**src/rtl/ahb_matrix_if.sv**
```systemverilog
//------------------------------------------------------------------------------
// ahb_matrix_if : master-side and slave-side signal bundle of the AHB matrix
// Rev 1.0
//------------------------------------------------------------------------------
`default_nettype none

interface ahb_matrix_if #(
  parameter int MASTERS = 2,
  parameter int SLAVES  = 4
);
  logic [31:0] s_mhaddr_i      [MASTERS];
  logic [1:0]  s_mhtrans_i     [MASTERS];
  logic        s_mhwrite_i     [MASTERS];
  logic [2:0]  s_mhsize_i      [MASTERS];
  logic [31:0] s_mhwdata_i     [MASTERS];
  logic [31:0] s_mhrdata_o     [MASTERS];
  logic [6:0]  s_mhrchecksum_o [MASTERS];
  logic        s_mhready_o     [MASTERS];
  logic        s_mhresp_o      [MASTERS];

  logic [31:0] s_sbase_i       [SLAVES];
  logic [31:0] s_smask_i       [SLAVES];
  logic [31:0] s_shaddr_o      [SLAVES];
  logic [1:0]  s_shtrans_o     [SLAVES];
  logic        s_shwrite_o     [SLAVES];
  logic [2:0]  s_shsize_o      [SLAVES];
  logic [31:0] s_shwdata_o     [SLAVES];
  logic        s_hsel_o        [SLAVES];
  logic [31:0] s_shrdata_i     [SLAVES];
  logic [6:0]  s_shrchecksum_i [SLAVES];
  logic        s_shready_i     [SLAVES];
  logic        s_shresp_i      [SLAVES];

  modport master (
    input  s_mhaddr_i, s_mhtrans_i, s_mhwrite_i, s_mhsize_i, s_mhwdata_i,
    output s_mhrdata_o, s_mhrchecksum_o, s_mhready_o, s_mhresp_o
  );

  modport slave (
    input  s_sbase_i, s_smask_i, s_shrdata_i, s_shrchecksum_i, s_shready_i, s_shresp_i,
    output s_shaddr_o, s_shtrans_o, s_shwrite_o, s_shsize_o, s_shwdata_o, s_hsel_o
  );
endinterface

`default_nettype wire

```
**src/rtl/ahb_matrix.sv**
```systemverilog
//------------------------------------------------------------------------------
// ahb_matrix : multi-master AHB3-Lite interconnect, round-robin per slave
// Rev 1.0
//------------------------------------------------------------------------------
`default_nettype none

module ahb_matrix #(
  parameter int MASTERS = 2,
  parameter int SLAVES  = 4
) (
  input  logic          s_clk_i,
  input  logic          s_resetn_i,
  ahb_matrix_if.master  mst,
  ahb_matrix_if.slave   slv
);
  localparam int MW = (MASTERS > 1) ? $clog2(MASTERS) : 1;
  localparam int SW = (SLAVES  > 1) ? $clog2(SLAVES)  : 1;

  typedef enum logic [2:0] {
    ST_IDLE = 3'd0,
    ST_PEND = 3'd1,
    ST_DATA = 3'd2,
    ST_ERR1 = 3'd3,
    ST_ERR2 = 3'd4
  } mst_state_t;

  mst_state_t    r_state  [MASTERS];
  mst_state_t    w_nxt    [MASTERS];
  logic [31:0]   r_haddr  [MASTERS];
  logic          r_hwrite [MASTERS];
  logic [2:0]    r_hsize  [MASTERS];
  logic [SW-1:0] r_tgt    [MASTERS];
  logic          w_accept [MASTERS];
  logic          w_hit    [MASTERS];
  logic [SW-1:0] w_dec    [MASTERS];
  logic          w_granted[MASTERS];

  logic          r_own_v  [SLAVES];
  logic [MW-1:0] r_own_m  [SLAVES];
  logic [MW-1:0] r_rr     [SLAVES];
  logic          w_gnt_v  [SLAVES];
  logic [MW-1:0] w_gnt_m  [SLAVES];
  logic [31:0]   r_saddr  [SLAVES];
  logic          r_swrite [SLAVES];
  logic [2:0]    r_ssize  [SLAVES];

  // Descending scan so the lowest matching slave index is the one kept.
  always_comb begin
    for (int m = 0; m < MASTERS; m++) begin
      w_hit[m] = 1'b0;
      w_dec[m] = '0;
      for (int s = SLAVES - 1; s >= 0; s--) begin
        if ((mst.s_mhaddr_i[m] & slv.s_smask_i[s]) == slv.s_sbase_i[s]) begin
          w_hit[m] = 1'b1;
          w_dec[m] = SW'(s);
        end
      end
    end
  end

  always_comb begin
    int idx;
    idx = 0;
    for (int s = 0; s < SLAVES; s++) begin
      w_gnt_v[s] = 1'b0;
      w_gnt_m[s] = '0;
      if (!r_own_v[s] || slv.s_shready_i[s]) begin
        for (int k = MASTERS - 1; k >= 0; k--) begin
          idx = int'(r_rr[s]) + k;
          if (idx >= MASTERS) idx = idx - MASTERS;
          if (r_state[idx] == ST_PEND && r_tgt[idx] == SW'(s)) begin
            w_gnt_v[s] = 1'b1;
            w_gnt_m[s] = MW'(idx);
          end
        end
      end
    end
    for (int m = 0; m < MASTERS; m++) begin
      w_granted[m] = 1'b0;
      for (int s = 0; s < SLAVES; s++) begin
        if (w_gnt_v[s] && w_gnt_m[s] == MW'(m)) w_granted[m] = 1'b1;
      end
    end
  end

  // Unmapped transfers skip PEND so the ERROR response starts one cycle after acceptance.
  always_comb begin
    logic rdy;
    for (int m = 0; m < MASTERS; m++) begin
      w_nxt[m]                  = r_state[m];
      rdy                       = 1'b1;
      mst.s_mhresp_o[m]         = 1'b0;
      mst.s_mhrdata_o[m]        = '0;
      mst.s_mhrchecksum_o[m]    = '0;
      case (r_state[m])
        ST_PEND: begin
          rdy = 1'b0;
          if (w_granted[m]) w_nxt[m] = ST_DATA;
        end
        ST_DATA: begin
          rdy                    = slv.s_shready_i[r_tgt[m]];
          mst.s_mhresp_o[m]      = slv.s_shresp_i[r_tgt[m]];
          mst.s_mhrdata_o[m]     = slv.s_shrdata_i[r_tgt[m]];
          mst.s_mhrchecksum_o[m] = slv.s_shrchecksum_i[r_tgt[m]];
          if (rdy) w_nxt[m] = ST_IDLE;
        end
        ST_ERR1: begin
          rdy               = 1'b0;
          mst.s_mhresp_o[m] = 1'b1;
          w_nxt[m]          = ST_ERR2;
        end
        ST_ERR2: begin
          mst.s_mhresp_o[m] = 1'b1;
          w_nxt[m]          = ST_IDLE;
        end
        default: ;
      endcase
      mst.s_mhready_o[m] = rdy;
      w_accept[m] = rdy && (mst.s_mhtrans_i[m] inside {2'b10, 2'b11});
      if (w_accept[m]) w_nxt[m] = w_hit[m] ? ST_PEND : ST_ERR1;
    end
  end

  always_ff @(posedge s_clk_i or negedge s_resetn_i) begin
    if (!s_resetn_i) begin
      for (int m = 0; m < MASTERS; m++) begin
        r_state[m]  <= ST_IDLE;
        r_haddr[m]  <= '0;
        r_hwrite[m] <= 1'b0;
        r_hsize[m]  <= '0;
        r_tgt[m]    <= '0;
      end
    end else begin
      for (int m = 0; m < MASTERS; m++) begin
        r_state[m] <= w_nxt[m];
        if (w_accept[m]) begin
          r_haddr[m]  <= mst.s_mhaddr_i[m];
          r_hwrite[m] <= mst.s_mhwrite_i[m];
          r_hsize[m]  <= mst.s_mhsize_i[m];
          r_tgt[m]    <= w_dec[m];
        end
      end
    end
  end

  always_ff @(posedge s_clk_i or negedge s_resetn_i) begin
    if (!s_resetn_i) begin
      for (int s = 0; s < SLAVES; s++) begin
        r_own_v[s]  <= 1'b0;
        r_own_m[s]  <= '0;
        r_rr[s]     <= '0;
        r_saddr[s]  <= '0;
        r_swrite[s] <= 1'b0;
        r_ssize[s]  <= '0;
      end
    end else begin
      for (int s = 0; s < SLAVES; s++) begin
        if (w_gnt_v[s]) begin
          r_own_v[s]  <= 1'b1;
          r_own_m[s]  <= w_gnt_m[s];
          r_rr[s]     <= (int'(w_gnt_m[s]) == MASTERS - 1) ? '0 : w_gnt_m[s] + 1'b1;
          r_saddr[s]  <= r_haddr[w_gnt_m[s]];
          r_swrite[s] <= r_hwrite[w_gnt_m[s]];
          r_ssize[s]  <= r_hsize[w_gnt_m[s]];
        end else if (slv.s_shready_i[s]) begin
          r_own_v[s] <= 1'b0;
        end
      end
    end
  end

  // Address/control hold their last granted value outside the grant cycle.
  always_comb begin
    for (int s = 0; s < SLAVES; s++) begin
      slv.s_hsel_o[s]    = w_gnt_v[s];
      slv.s_shtrans_o[s] = w_gnt_v[s] ? 2'b10 : 2'b00;
      slv.s_shaddr_o[s]  = w_gnt_v[s] ? r_haddr[w_gnt_m[s]]  : r_saddr[s];
      slv.s_shwrite_o[s] = w_gnt_v[s] ? r_hwrite[w_gnt_m[s]] : r_swrite[s];
      slv.s_shsize_o[s]  = w_gnt_v[s] ? r_hsize[w_gnt_m[s]]  : r_ssize[s];
      slv.s_shwdata_o[s] = r_own_v[s] ? mst.s_mhwdata_i[r_own_m[s]] : '0;
    end
  end

endmodule

`default_nettype wire

```
**src/flat_wrapper.sv**
```systemverilog
// flat-port wrapper written by rule: the top's interface ports become plain ports
module ahb_matrix_flat 
#(
  parameter int MASTERS = 2,
  parameter int SLAVES  = 4
)
  (s_clk_i, s_resetn_i, mst_s_mhaddr_i, mst_s_mhtrans_i, mst_s_mhwrite_i, mst_s_mhsize_i, mst_s_mhwdata_i, mst_s_mhrdata_o, mst_s_mhrchecksum_o, mst_s_mhready_o, mst_s_mhresp_o, slv_s_sbase_i, slv_s_smask_i, slv_s_shrdata_i, slv_s_shrchecksum_i, slv_s_shready_i, slv_s_shresp_i, slv_s_shaddr_o, slv_s_shtrans_o, slv_s_shwrite_o, slv_s_shsize_o, slv_s_shwdata_o, slv_s_hsel_o);
  ahb_matrix_if #(.MASTERS(MASTERS), .SLAVES(SLAVES)) mst_i ();
  ahb_matrix_if #(.MASTERS(MASTERS), .SLAVES(SLAVES)) slv_i ();
  input  logic s_clk_i;
  input  logic s_resetn_i;
  input wire logic [$bits(mst_i.s_mhaddr_i)-1:0] mst_s_mhaddr_i;
  input wire logic [$bits(mst_i.s_mhtrans_i)-1:0] mst_s_mhtrans_i;
  input wire logic [$bits(mst_i.s_mhwrite_i)-1:0] mst_s_mhwrite_i;
  input wire logic [$bits(mst_i.s_mhsize_i)-1:0] mst_s_mhsize_i;
  input wire logic [$bits(mst_i.s_mhwdata_i)-1:0] mst_s_mhwdata_i;
  output wire logic [$bits(mst_i.s_mhrdata_o)-1:0] mst_s_mhrdata_o;
  output wire logic [$bits(mst_i.s_mhrchecksum_o)-1:0] mst_s_mhrchecksum_o;
  output wire logic [$bits(mst_i.s_mhready_o)-1:0] mst_s_mhready_o;
  output wire logic [$bits(mst_i.s_mhresp_o)-1:0] mst_s_mhresp_o;
  input wire logic [$bits(slv_i.s_sbase_i)-1:0] slv_s_sbase_i;
  input wire logic [$bits(slv_i.s_smask_i)-1:0] slv_s_smask_i;
  input wire logic [$bits(slv_i.s_shrdata_i)-1:0] slv_s_shrdata_i;
  input wire logic [$bits(slv_i.s_shrchecksum_i)-1:0] slv_s_shrchecksum_i;
  input wire logic [$bits(slv_i.s_shready_i)-1:0] slv_s_shready_i;
  input wire logic [$bits(slv_i.s_shresp_i)-1:0] slv_s_shresp_i;
  output wire logic [$bits(slv_i.s_shaddr_o)-1:0] slv_s_shaddr_o;
  output wire logic [$bits(slv_i.s_shtrans_o)-1:0] slv_s_shtrans_o;
  output wire logic [$bits(slv_i.s_shwrite_o)-1:0] slv_s_shwrite_o;
  output wire logic [$bits(slv_i.s_shsize_o)-1:0] slv_s_shsize_o;
  output wire logic [$bits(slv_i.s_shwdata_o)-1:0] slv_s_shwdata_o;
  output wire logic [$bits(slv_i.s_hsel_o)-1:0] slv_s_hsel_o;
  assign mst_i.s_mhaddr_i = {>>{mst_s_mhaddr_i}};
  assign mst_i.s_mhtrans_i = {>>{mst_s_mhtrans_i}};
  assign mst_i.s_mhwrite_i = {>>{mst_s_mhwrite_i}};
  assign mst_i.s_mhsize_i = {>>{mst_s_mhsize_i}};
  assign mst_i.s_mhwdata_i = {>>{mst_s_mhwdata_i}};
  assign mst_s_mhrdata_o = {>>{mst_i.s_mhrdata_o}};
  assign mst_s_mhrchecksum_o = {>>{mst_i.s_mhrchecksum_o}};
  assign mst_s_mhready_o = {>>{mst_i.s_mhready_o}};
  assign mst_s_mhresp_o = {>>{mst_i.s_mhresp_o}};
  assign slv_i.s_sbase_i = {>>{slv_s_sbase_i}};
  assign slv_i.s_smask_i = {>>{slv_s_smask_i}};
  assign slv_i.s_shrdata_i = {>>{slv_s_shrdata_i}};
  assign slv_i.s_shrchecksum_i = {>>{slv_s_shrchecksum_i}};
  assign slv_i.s_shready_i = {>>{slv_s_shready_i}};
  assign slv_i.s_shresp_i = {>>{slv_s_shresp_i}};
  assign slv_s_shaddr_o = {>>{slv_i.s_shaddr_o}};
  assign slv_s_shtrans_o = {>>{slv_i.s_shtrans_o}};
  assign slv_s_shwrite_o = {>>{slv_i.s_shwrite_o}};
  assign slv_s_shsize_o = {>>{slv_i.s_shsize_o}};
  assign slv_s_shwdata_o = {>>{slv_i.s_shwdata_o}};
  assign slv_s_hsel_o = {>>{slv_i.s_hsel_o}};
  ahb_matrix #(.MASTERS(MASTERS), .SLAVES(SLAVES)) u_core (.s_clk_i(s_clk_i), .s_resetn_i(s_resetn_i), .mst(mst_i), .slv(slv_i));
endmodule
```
**config.mk**
```make
export PLATFORM = sky130hd
export DESIGN_NAME = ahb_matrix_flat
export DESIGN_NICKNAME = d
export VERILOG_FILES = /design/src/rtl/ahb_matrix_if.sv /design/src/rtl/ahb_matrix.sv /design/src/flat_wrapper.sv
export SDC_FILE = /design/constraint.sdc
export NUM_CORES = 1
export LEC_CHECK = 0
export ABC_CLOCK_PERIOD_IN_PS = 3080
export CELL_PAD_IN_SITES_DETAIL_PLACEMENT = 1
export CELL_PAD_IN_SITES_GLOBAL_PLACEMENT = 2
export CORE_AREA = 2 2 366 368
export CTS_BUF_LIST = sky130_fd_sc_hd__clkbuf_4 sky130_fd_sc_hd__clkbuf_8
export DETAILED_ROUTE_END_ITERATION = 10
export DIE_AREA = 0 0 368 370
export DONT_BUFFER_PORTS = 1
export GPL_TIMING_DRIVEN = 0
export PLACE_DENSITY = 0.42
export SLEW_MARGIN = 20
export SYNTH_ARGS = -nofsm -noshare
export SYNTH_HDL_FRONTEND = slang
export SYNTH_SLANG_ARGS = --single-unit
```
**constraint.sdc**
```tcl
create_clock -name s_clk_i -period 3.08 [get_ports s_clk_i]
set_clock_uncertainty 0.1 [all_clocks]
set_input_delay 0.308 -clock s_clk_i [delete_from_list [all_inputs] [get_ports s_clk_i]]
set_output_delay 0.308 -clock s_clk_i [all_outputs]
set_load 0.005 [all_outputs]
```
=== Word level (Yosys, flattened, before mapping) ===
Index checks and enable logic that the tools add are counted.

* $add $sub $neg: 16
* $mul: 0
* Divide/modulo/power cells: 0
* $lt $le $gt $ge: 26
* Equal/unequal tests: 38
* Shift-type cells: 0
* Muxes and demuxes: 234
* Bitwise logic cells: 30
* Reduce and logical (&&, ||, !) cells: 42

{| class="wikitable"
|+ Operators with widths
! operator !! count
|-
| 2-to-1 mux 32 bit || 54
|-
| AND 32 bit || 8
|-
| equality test 32 bit || 8
|-
| >= comparator 32 x 2 -> 1 bit (second input constant) || 8
|-
| inverter 32 bit || 8
|-
| 2-to-1 mux 3 bit || 46
|-
| binary-select mux 32 bit (select 2 bit) || 2
|-
| >= comparator 32 x 3 -> 1 bit (second input constant) || 4
|-
| subtractor 32 x 3 -> 32 bit (second input constant) || 4
|-
| 2-to-1 mux 1 bit || 76
|-
| 2-to-1 mux 2 bit || 38
|-
| 2-to-1 mux 7 bit || 6
|-
| equality test 3 x 1 -> 1 bit (second input constant) || 10
|-
| binary-select mux 7 bit (select 2 bit) || 2
|-
| one-hot mux 3 bit (4 select lines) || 2
|-
| logical AND 1 bit || 18
|-
| equality test 2 bit (second input constant) || 8
|-
| >= comparator 2 bit (second input constant) || 8
|-
| inverter 1 -> 2 bit || 8
|-
| equality test 3 x 2 -> 1 bit (second input constant) || 4
|-
| != test 3 x 1 -> 1 bit (second input constant) || 4
|-
| nonzero test 2 bit || 6
|-
| subtractor 1 x 2 -> 3 bit (second input constant) || 4
|-
| nonzero test 5 bit || 2
|-
| other kinds (15) || 48
|}

* Register bits after elaboration: 238
* Bits in latches: 0
* Memory bits (writable): 0
* Bits in read-only memories: 0
* Bits of input ports: 562
* Output and inout port bits: 366
* Memories: 0

=== Logic depth before layout (Yosys ltp) ===
Gate-level depths: netlist of the first run.

* Word-level depth: 22
* Gate-level depth with buffers: 9
* Depth with buffers taken out: 7

=== Worst setup path before layout of the first run ===
OpenSTA, ideal clock, no wires.

* Path type: reg-to-output
* Start point: register u_core.r_tgt[1] (netlist name)
* End point: output slv_s_shaddr_o[100]
* Arrival: 2.028 ns
* Required time: 2.672 ns
* Path slack: 0.644 ns
* Cell stages (with the launch flop): 10
* Buffers on the path: 3
* Path through: dfrtp_1 buf_2 or4b_4 o22ai_1 nand2_1 nor2_2 buf_4 buf_4 nand2_1 nand2_1

* Word-level cells in the longest chain between the ends: 13
* Elaborated cells between the ends (all ways): 21
* Classes of those cells: 16 x mux; 1 x bitwise; 4 x reduce/logical

{| class="wikitable"
|+ Ends and longest elaborated chain
! what !! line !! source
|-
| from (decl) || ahb_matrix.sv:32 || <nowiki>logic [SW-1:0] r_tgt [MASTERS];</nowiki>
|-
| from (signal, indexed assignment) || ahb_matrix.sv:140 || <nowiki>r_tgt[m] <= w_dec[m];</nowiki>
|-
| 2-to-1 mux 2 bit (not written as such) (3 in series) || ahb_matrix.sv:71 || <nowiki>if (r_state[idx] == ST_PEND && r_tgt[idx] == SW'(s)) begin</nowiki>
|-
| zero test 2 bit || ahb_matrix.sv:71 ||
|-
| logical AND 1 bit || ahb_matrix.sv:71 ||
|-
| 2-to-1 mux 1 bit (2 in series) || ahb_matrix.sv:71 ||
|-
| 2-to-1 mux 1 bit || ahb_matrix.sv:67 || <nowiki>if (!r_own_v[s] || slv.s_shready_i[s]) begin</nowiki>
|-
| inverter 1 -> 2 bit (not written as such) || ahb_matrix.sv:177 || <nowiki>slv.s_shaddr_o[s] = w_gnt_v[s] ? r_haddr[w_gnt_m[s]] : r_saddr[s];</nowiki>
|-
| 2-to-1 mux 32 bit (not written as such) (3 in series) || ahb_matrix.sv:177 ||
|-
| 2-to-1 mux 32 bit * || ahb_matrix.sv:177 ||
|-
| to (decl) || flat_wrapper.sv:27 || <nowiki>output wire logic [$bits(slv_i.s_shaddr_o)-1:0] slv_s_shaddr_o;</nowiki>
|}

Mark *: on every way between the ends. The rest lies on a longest branch, timed or not. The select of a mux whose other input is x is not followed.

=== Worst setup path in the final report of the first run ===
* Start point: register u_core.r_tgt[1] (netlist name)
* End point: output slv_s_shaddr_o[114]

Same word-level chain as after synthesis.

==> results of run 1 <==
-- flip-flops by register name (all words and copies together), names as in the netlist --
name	cells
u_core.r_hwrite	2
u_core.r_own_v	4
u_core.r_haddr	64
u_core.r_saddr	128
u_core.r_own_m	4
u_core.r_hsize	6
u_core.r_rr	4
u_core.r_state	6
u_core.r_tgt	4
u_core.r_swrite	4
u_core.r_ssize	12
-- power by group through the flow --
stage	registers [mW]	logic, mW	clock network (mW)
floorplan	4.52	3.27	0
global placement	5.04	5.34	0
detailed placement	5.08	5.43	0
CTS	5.32	7.24	4.00
global route	5.58	7.91	4.10
finish	5.47	7.40	3.82
-- final cells by class --
cell class / instances / area (um2) / share of cell area
plain buffers: 138 / 1330 / 0.0496
clock buffers: 76 / 996 / 0.0371
multi-input cells: 1673 / 14500 / 0.540
inverters: 10 / 37.5 / 0.00140
repair buffers: 135 / 1580 / 0.0591
clock inverters: 9 / 115 / 0.00429
flip-flops and latches: 238 / 5960 / 0.222
well taps: 1768 / 2210 / 0.0825
diodes: 37 / 92.6 / 0.00345
-- synth_stat cells (all sizes together) (33+ instances only) --
master  count
mux4       81
a21o       40
nor2b     209
buf        47
a22oi     145
nor4       33
clkbuf     94
nand3      35
dfrtp     238
mux2i     130
mux2       72
and3       65
a21oi      71
nand2     437
xnor2      96
and3b      34
a211oi     33
-- cell families (layout without fill, tap and decap cells) --
logic type / count (synthesis) / count (layout) / share of synthesized area
mux: 283 / 283 / 0.209
compound gates: 373 / 373 / 0.142
xor+xnor: 128 / 128 / 0.0595
simple gates: 885 / 885 / 0.238
buf+inv: 151 / 368 / 0.0346
flops: 238 / 238 / 0.316
other cells: 1 / 41 / 0.000199
-- routing by layer --
layer | track usage | vias up
met1 | 0.205 | 9741
li1 | - | 7868
met2 | 0.413 | 844
met3 | 0.0854 | 168
met5 | 0 | -
met4 | 0.0784 | 4
-- final timing paths --
kind / end / cells past startpoint / from
setup reg to reg: u_core.r_tgt[1]$_DFFE_PN0P_ / 8 / u_core.r_tgt[1]$_DFFE_PN0P_
hold / removal: u_core.r_saddr[38]$_DFF_PN0_ / 0 / s_resetn_i
max in group asynchronous: u_core.r_saddr[62]$_DFF_PN0_ / 0 / s_resetn_i
min in group s_clk_i: u_core.r_haddr[58]$_DFFE_PN0P_ / 2 / mst_s_mhaddr_i[58]
hold reg to reg: u_core.r_saddr[66]$_DFF_PN0_ / 2 / u_core.r_saddr[66]$_DFF_PN0_
setup / recovery: slv_s_shaddr_o[114] / 7 / u_core.r_tgt[1]$_DFFE_PN0P_
-- stage by stage --
stage,instance area [um2],instances,setup WS [ns],TNS (ns)
after detailed placement,21100,3830,-1.15,-180.59
final,26800,4084,-0.191,-5.76
after CTS,26200,4045,-0.272,-19.74
after global placement,21100,3830,-1.77,-194.12
after floorplan,18800,2062,0.644,0
after global routing,26800,4072,-0.299,-23.33
-- what timing repair did --
item	CTS	global route
setup endpoints to repair	411	154
pin swaps	112	67
endpoints found under the hold margin	301	238
cloned	13	1
resized for setup	638	120
setup buffers	57	8
-- critical path: stages (launching register included) --
cell and delay, ns:
dfrtp_1 0.43, buf_8 0.15, or4b_4 0.53, o22ai_4 0.20
nand2_4 0.13, clkbuf_4 0.28, a22oi_2 0.36, nand2_8 0.12
==> run summary, run 1 <==
status: finished, violations left
violated checks: negative hold slack, negative setup slack
All-Layer GR Usage: 0.216
top_reg_cell synth: dfrtp_1
port bufs: 0
hold slack: -0.758 ns
Seq cells post-synth: 238
Cells after Synth: 2059
initial antenna violation count: 25
number of routed nets with antenna violations: 0
worst path required time: 2.67 ns
vias per inst: 4.56
worst min path class: input port to asynchronous set/reset pin
Routed met3 length: 14700 um
Pre-antenna DRT Iters: 5
most common cell after layout, fill and taps aside: nand2_1
GP Congestion: 0.999
Internal Power: 9.25 mW
vias in the first global route: 19.9k
Hold Buf Count CTS: 64
Final Slew Violations: 0
Worst-path clk slew: 0.06 ns
Num CTS Buffers: 49
Psw: 7.45 mW
DRC: 0
max_cap viols: 0
Crit Path Max Fanout: 10
leakage: 10.9 nW
commonest non-fill, non-tap cells in the layout: nand2_1 (245), dfrtp_1 (233), nor2b_1 (204)
wl on met1: 50500 um
Synth Area per Inst: 9.15 um2
fin util: 0.202
CTS Sinks: 238
largest net degree at the start of global routing: 239
WL met2: 82300 um
fin nets: 2807
WL final: 153000 um
die width: 368 um
Longest Clk Path Bufs: 3
H-Tree Depth: 2
# setup viols final: 72
top-area cell type share of the netlist area: 0.316
Detailed Place HPWL: 124000 um
first-pass GRT wire length: 198000 um
async set or reset register ratio after synthesis: 1.00
CP Capture Type: primary output
Die Height: 370 um
RSZ-0062 raised after global routing: yes
clock power share: 0.229
post-synthesis sequential area ratio: 0.316
filler instances: 15.2k
Final Power: 16.7 mW
ranking of synthesized cells by area: dfrtp_1 (32%), mux4_2 (9.7%), nand2_1 (8.7%)
Synth cell types: 50
VDD IR max: 0.311 mV
Root Buffer: clkbuf_8
slew margin rel.: 0.166
CP Data Arrival Time: 2.86 ns
Seq pwr share: 0.328
Worst Tran Pin Value: 1.25 ns
Comb power frac: 0.443
mapped cell area: 0.0188 mm2
core area: 0.132 mm2
WL/cell: 37.5 um
Initial Utilization: 0.142
post-synth top area cell: dfrtp_1
CP startpoint kind: register
Setup WS post-layout: -0.191 ns
Setup CP Type: register to primary output
number of synthesized flops with an enable pin: 0
global route total overflow: 0
crit share post-route: 1.06
Iter 0 DRT Violations: 787
P&R area growth vs syn: 42.4%
Die Area: 0.136 mm2
CTS tree: yes
Clock Latency Late Sink: 0.65 ns
Reg2Reg Setup Slack: 0.16 ns
Yosys warnings: 0
Final min period: 3.27 ns
top routing layer used: met5
number of cell rows: 134
Net Sw Frac: 0.446
fraction of layout cells with a size suffix above 1: 0.326
count of final hold-check violations: 238
Power per Cell Area: 623 mW/mm2
Max Clk Rate: 306 MHz
vias: 18.6k
IO Count: 928
No activity file was read; power rests on OpenSTA's default activity.
==> inputs of run 2 (changes only) <==
- SLEW_MARGIN: 20 -> 15
==> run 2 against run 1 <==
Net effect:
- the run still ends with negative hold slack, negative setup slack left
- worst hold slack improved by 0.014 ns
- clock power increased by 3%
- utilization down 0.53 points
- sequential power down 2%
- final cell count decreased by 0.64%
- global-route usage decreased by 0.25 points
- critical endpoint is now slv_s_shaddr_o[113]
- largest power group unchanged
==> run summary, run 2 (synthesis gave the netlist of run 1 again) <==
status: finished, violations left
violated checks: negative hold slack, negative setup slack
Multi-input gate area: 0.0141 mm2 (-2.4%)
biggest regs: u_core.r_saddr x128, u_core.r_haddr x64, u_core.r_ssize x12
Worst Tran Pin Value: 1.11 ns (-0.145 ns)
Hold Buf Count CTS: 64 (unchanged)
fraction of layout cells with a size suffix above 1: 0.300 (-0.0260)
clock power share: 0.241 (+0.012)
Reg2Reg Setup Slack: 0.08 ns (-0.08 ns)
GP Congestion: 0.999 (unchanged)
vias in the first global route: 19.7k (-1.4%)
max FFs per register: 128 (unchanged)
max_cap viols: 0 (unchanged)
CP Capture Type: primary output
filler instances: 15.3k (+0.51%)
largest net degree at the start of global routing: 239 (unchanged)
IO Count: 928 (unchanged)
slew margin rel.: 0.257 (+0.0910)
Worst-path clk slew: 0.07 ns (about the same)
Pre-antenna DRT Iters: 5 (unchanged)
leakage: 10.6 nW (-3.2%)
critical-path cell list: buf_8 -> or4b_4 -> o22ai_4 -> nand2_4 -> nor2_4 -> buf_12 -> buf_12 -> nand2_8 -> nand2_8
CP max stage cell: or4b_4
Detailed Place HPWL: 124000 um (about the same)
worst path required time: 2.67 ns (about the same)
DRC: 0 (unchanged)
Power per Cell Area: 626 mW/mm2 (+0.50%)
VDD IR max: 0.222 mV (-29%)
Reg area: 0.00596 mm2 (unchanged)
RSZ-0062 raised after global routing: yes
Comb power frac: 0.430 (-0.013)
fin nets: 2784 (-0.82%)
Max Clk Rate: 315 MHz (+2.9%)
most common cell after layout, fill and taps aside: nand2_1
Net Sw Frac: 0.441 (-0.00486)
Die Area: 0.136 mm2 (unchanged)
initial antenna violation count: 27 (+8.0%)
setup_tns: -1.78 ns (+3.99 ns)
Root Buffer: clkbuf_8
Initial Utilization: 0.142 (unchanged)
WL/cell: 37.3 um (-0.52%)
number of cell rows: 134 (unchanged)
hold slack: -0.743 ns (+0.0143 ns)
crit share post-route: 1.03 (-0.0303)
core area: 0.132 mm2 (unchanged)
die width: 368 um (unchanged)
count of final hold-check violations: 238 (unchanged)
Setup CP Type: register to primary output
port bufs: 0 (unchanged)
Seq pwr share: 0.329 (about the same)
Longest Clk Path Bufs: 3 (unchanged)
Reg with most FFs: u_core.r_saddr
WL final: 151000 um (-1.2%)
CP startpoint kind: register
Die Height: 370 um (unchanged)
CTS tree: yes
first-pass GRT wire length: 195000 um (-1.1%)
CP Data Arrival Time: 2.77 ns (-0.09 ns)
number of routed nets with antenna violations: 0 (unchanged)
commonest non-fill, non-tap cells in the layout: nand2_1 (259), dfrtp_1 (233), nor2b_1 (203)
global route total overflow: 0 (unchanged)
Final Slew Violations: 0 (unchanged)
P&R area growth vs syn: 38.6%
worst min path class: input port to asynchronous set/reset pin
vias per inst: 4.55 (-0.26%)
All-Layer GR Usage: 0.213 (-0.00250)
Setup WS post-layout: -0.0982 ns (+0.0932 ns)
Crit Path Max Fanout: 5 (-5)
Final min period: 3.18 ns (-0.0932 ns)
Clock Latency Late Sink: 0.64 ns (about the same)
# setup viols final: 32 (-56%)
max incr delay on CP: 0.53 ns (about the same)
Final Power: 16.3 mW (-2.1%)
Iter 0 DRT Violations: 723 (-8.1%)
vias: 18.5k (-0.90%)
H-Tree Depth: 2 (unchanged)
Psw: 7.21 mW (-3.2%)
CTS Sinks: 238 (unchanged)
Num CTS Buffers: 48 (-2.0%)
Internal Power: 9.13 mW (-1.3%)
-- run 2: cell type report --
class | count | area share
Buffer | 136 | 0.0495
Tap cell | 1768 | 0.0847
Clock buffer | 72 | 0.0348
Clock inverter | 16 | 0.00877
Antenna cell | 30 | 0.00288
Sequential cell | 238 | 0.228
Inverter | 10 | 0.00144
Multi-Input combinational cell | 1673 | 0.541
Timing Repair Buffer | 115 | 0.0481
-- run 2: repair_timing --
| item | in CTS | in global routing |
|---|---|---|
| pin swaps | 67 | 76 |
| endpoints found under the hold margin | 301 | 238 |
| resized for setup | 525 | 147 |
| endpoints found under the setup margin | 384 | 161 |
| cloned | 5 | 2 |
| setup buffers | 46 | 4 |
-- run 2: path summary, 6_finish.rpt --
kind                                          startpoint                             end  cells after the start
setup / recovery             u_core.r_tgt[1]$_DFFE_PN0P_             slv_s_shaddr_o[113]                      9
hold reg to reg             u_core.r_saddr[64]$_DFF_PN0_    u_core.r_saddr[64]$_DFF_PN0_                      2
setup reg to reg           u_core.r_state[4]$_DFFE_PN0P_   u_core.r_hsize[5]$_DFFE_PN0P_                      8
max in group asynchronous                     s_resetn_i   u_core.r_own_m[2]$_DFFE_PN0N_                      0
hold / removal                                s_resetn_i    u_core.r_saddr[38]$_DFF_PN0_                      0
min in group s_clk_i                  mst_s_mhaddr_i[53]  u_core.r_haddr[53]$_DFFE_PN0P_                      2
-- run 2: critical path: cells and delay by family (launching register included) --
kind,cells,cell delay (ns)
flip-flops,1,0.42
AO/OA/AOI/OAI,1,0.20
AND/OR/NAND/NOR,5,1.02
buffers and inverters,3,0.51
-- run 2: metal layers --
metal / global-route usage / up-vias / wire [um]
met5: 0 / - / 7
met4: 0.0679 / 2 / 4980
li1: - / 7813 / -
met3: 0.0878 / 174 / 15400
met1: 0.202 / 9582 / 49000
met2: 0.412 / 887 / 82000
-- run 2: power groups by stage --
stage          sequential [mW]  clock (mW)  combinational, mW
4_1_cts                   5.25        4.10               7.10
6_report                  5.37        3.93               7.03
3_5_place_dp              5.08           0               5.43
5_1_grt                   5.50        4.20               7.55
2_1_floorplan             4.52           0               3.27
3_3_place_gp              5.04           0               5.34
-- run 2: metrics by stage --
stage	util	cell area (um2)	worst slack, ns	std cells
after detailed placement	0.159	21100	-1.49	3830
after floorplan	-	18800	0.644	2062
final	0.197	26100	-0.0982	4058
after CTS	0.192	25500	-0.194	4028
after global placement	0.159	21100	-1.77	3830
after global routing	0.197	26100	-0.191	4053
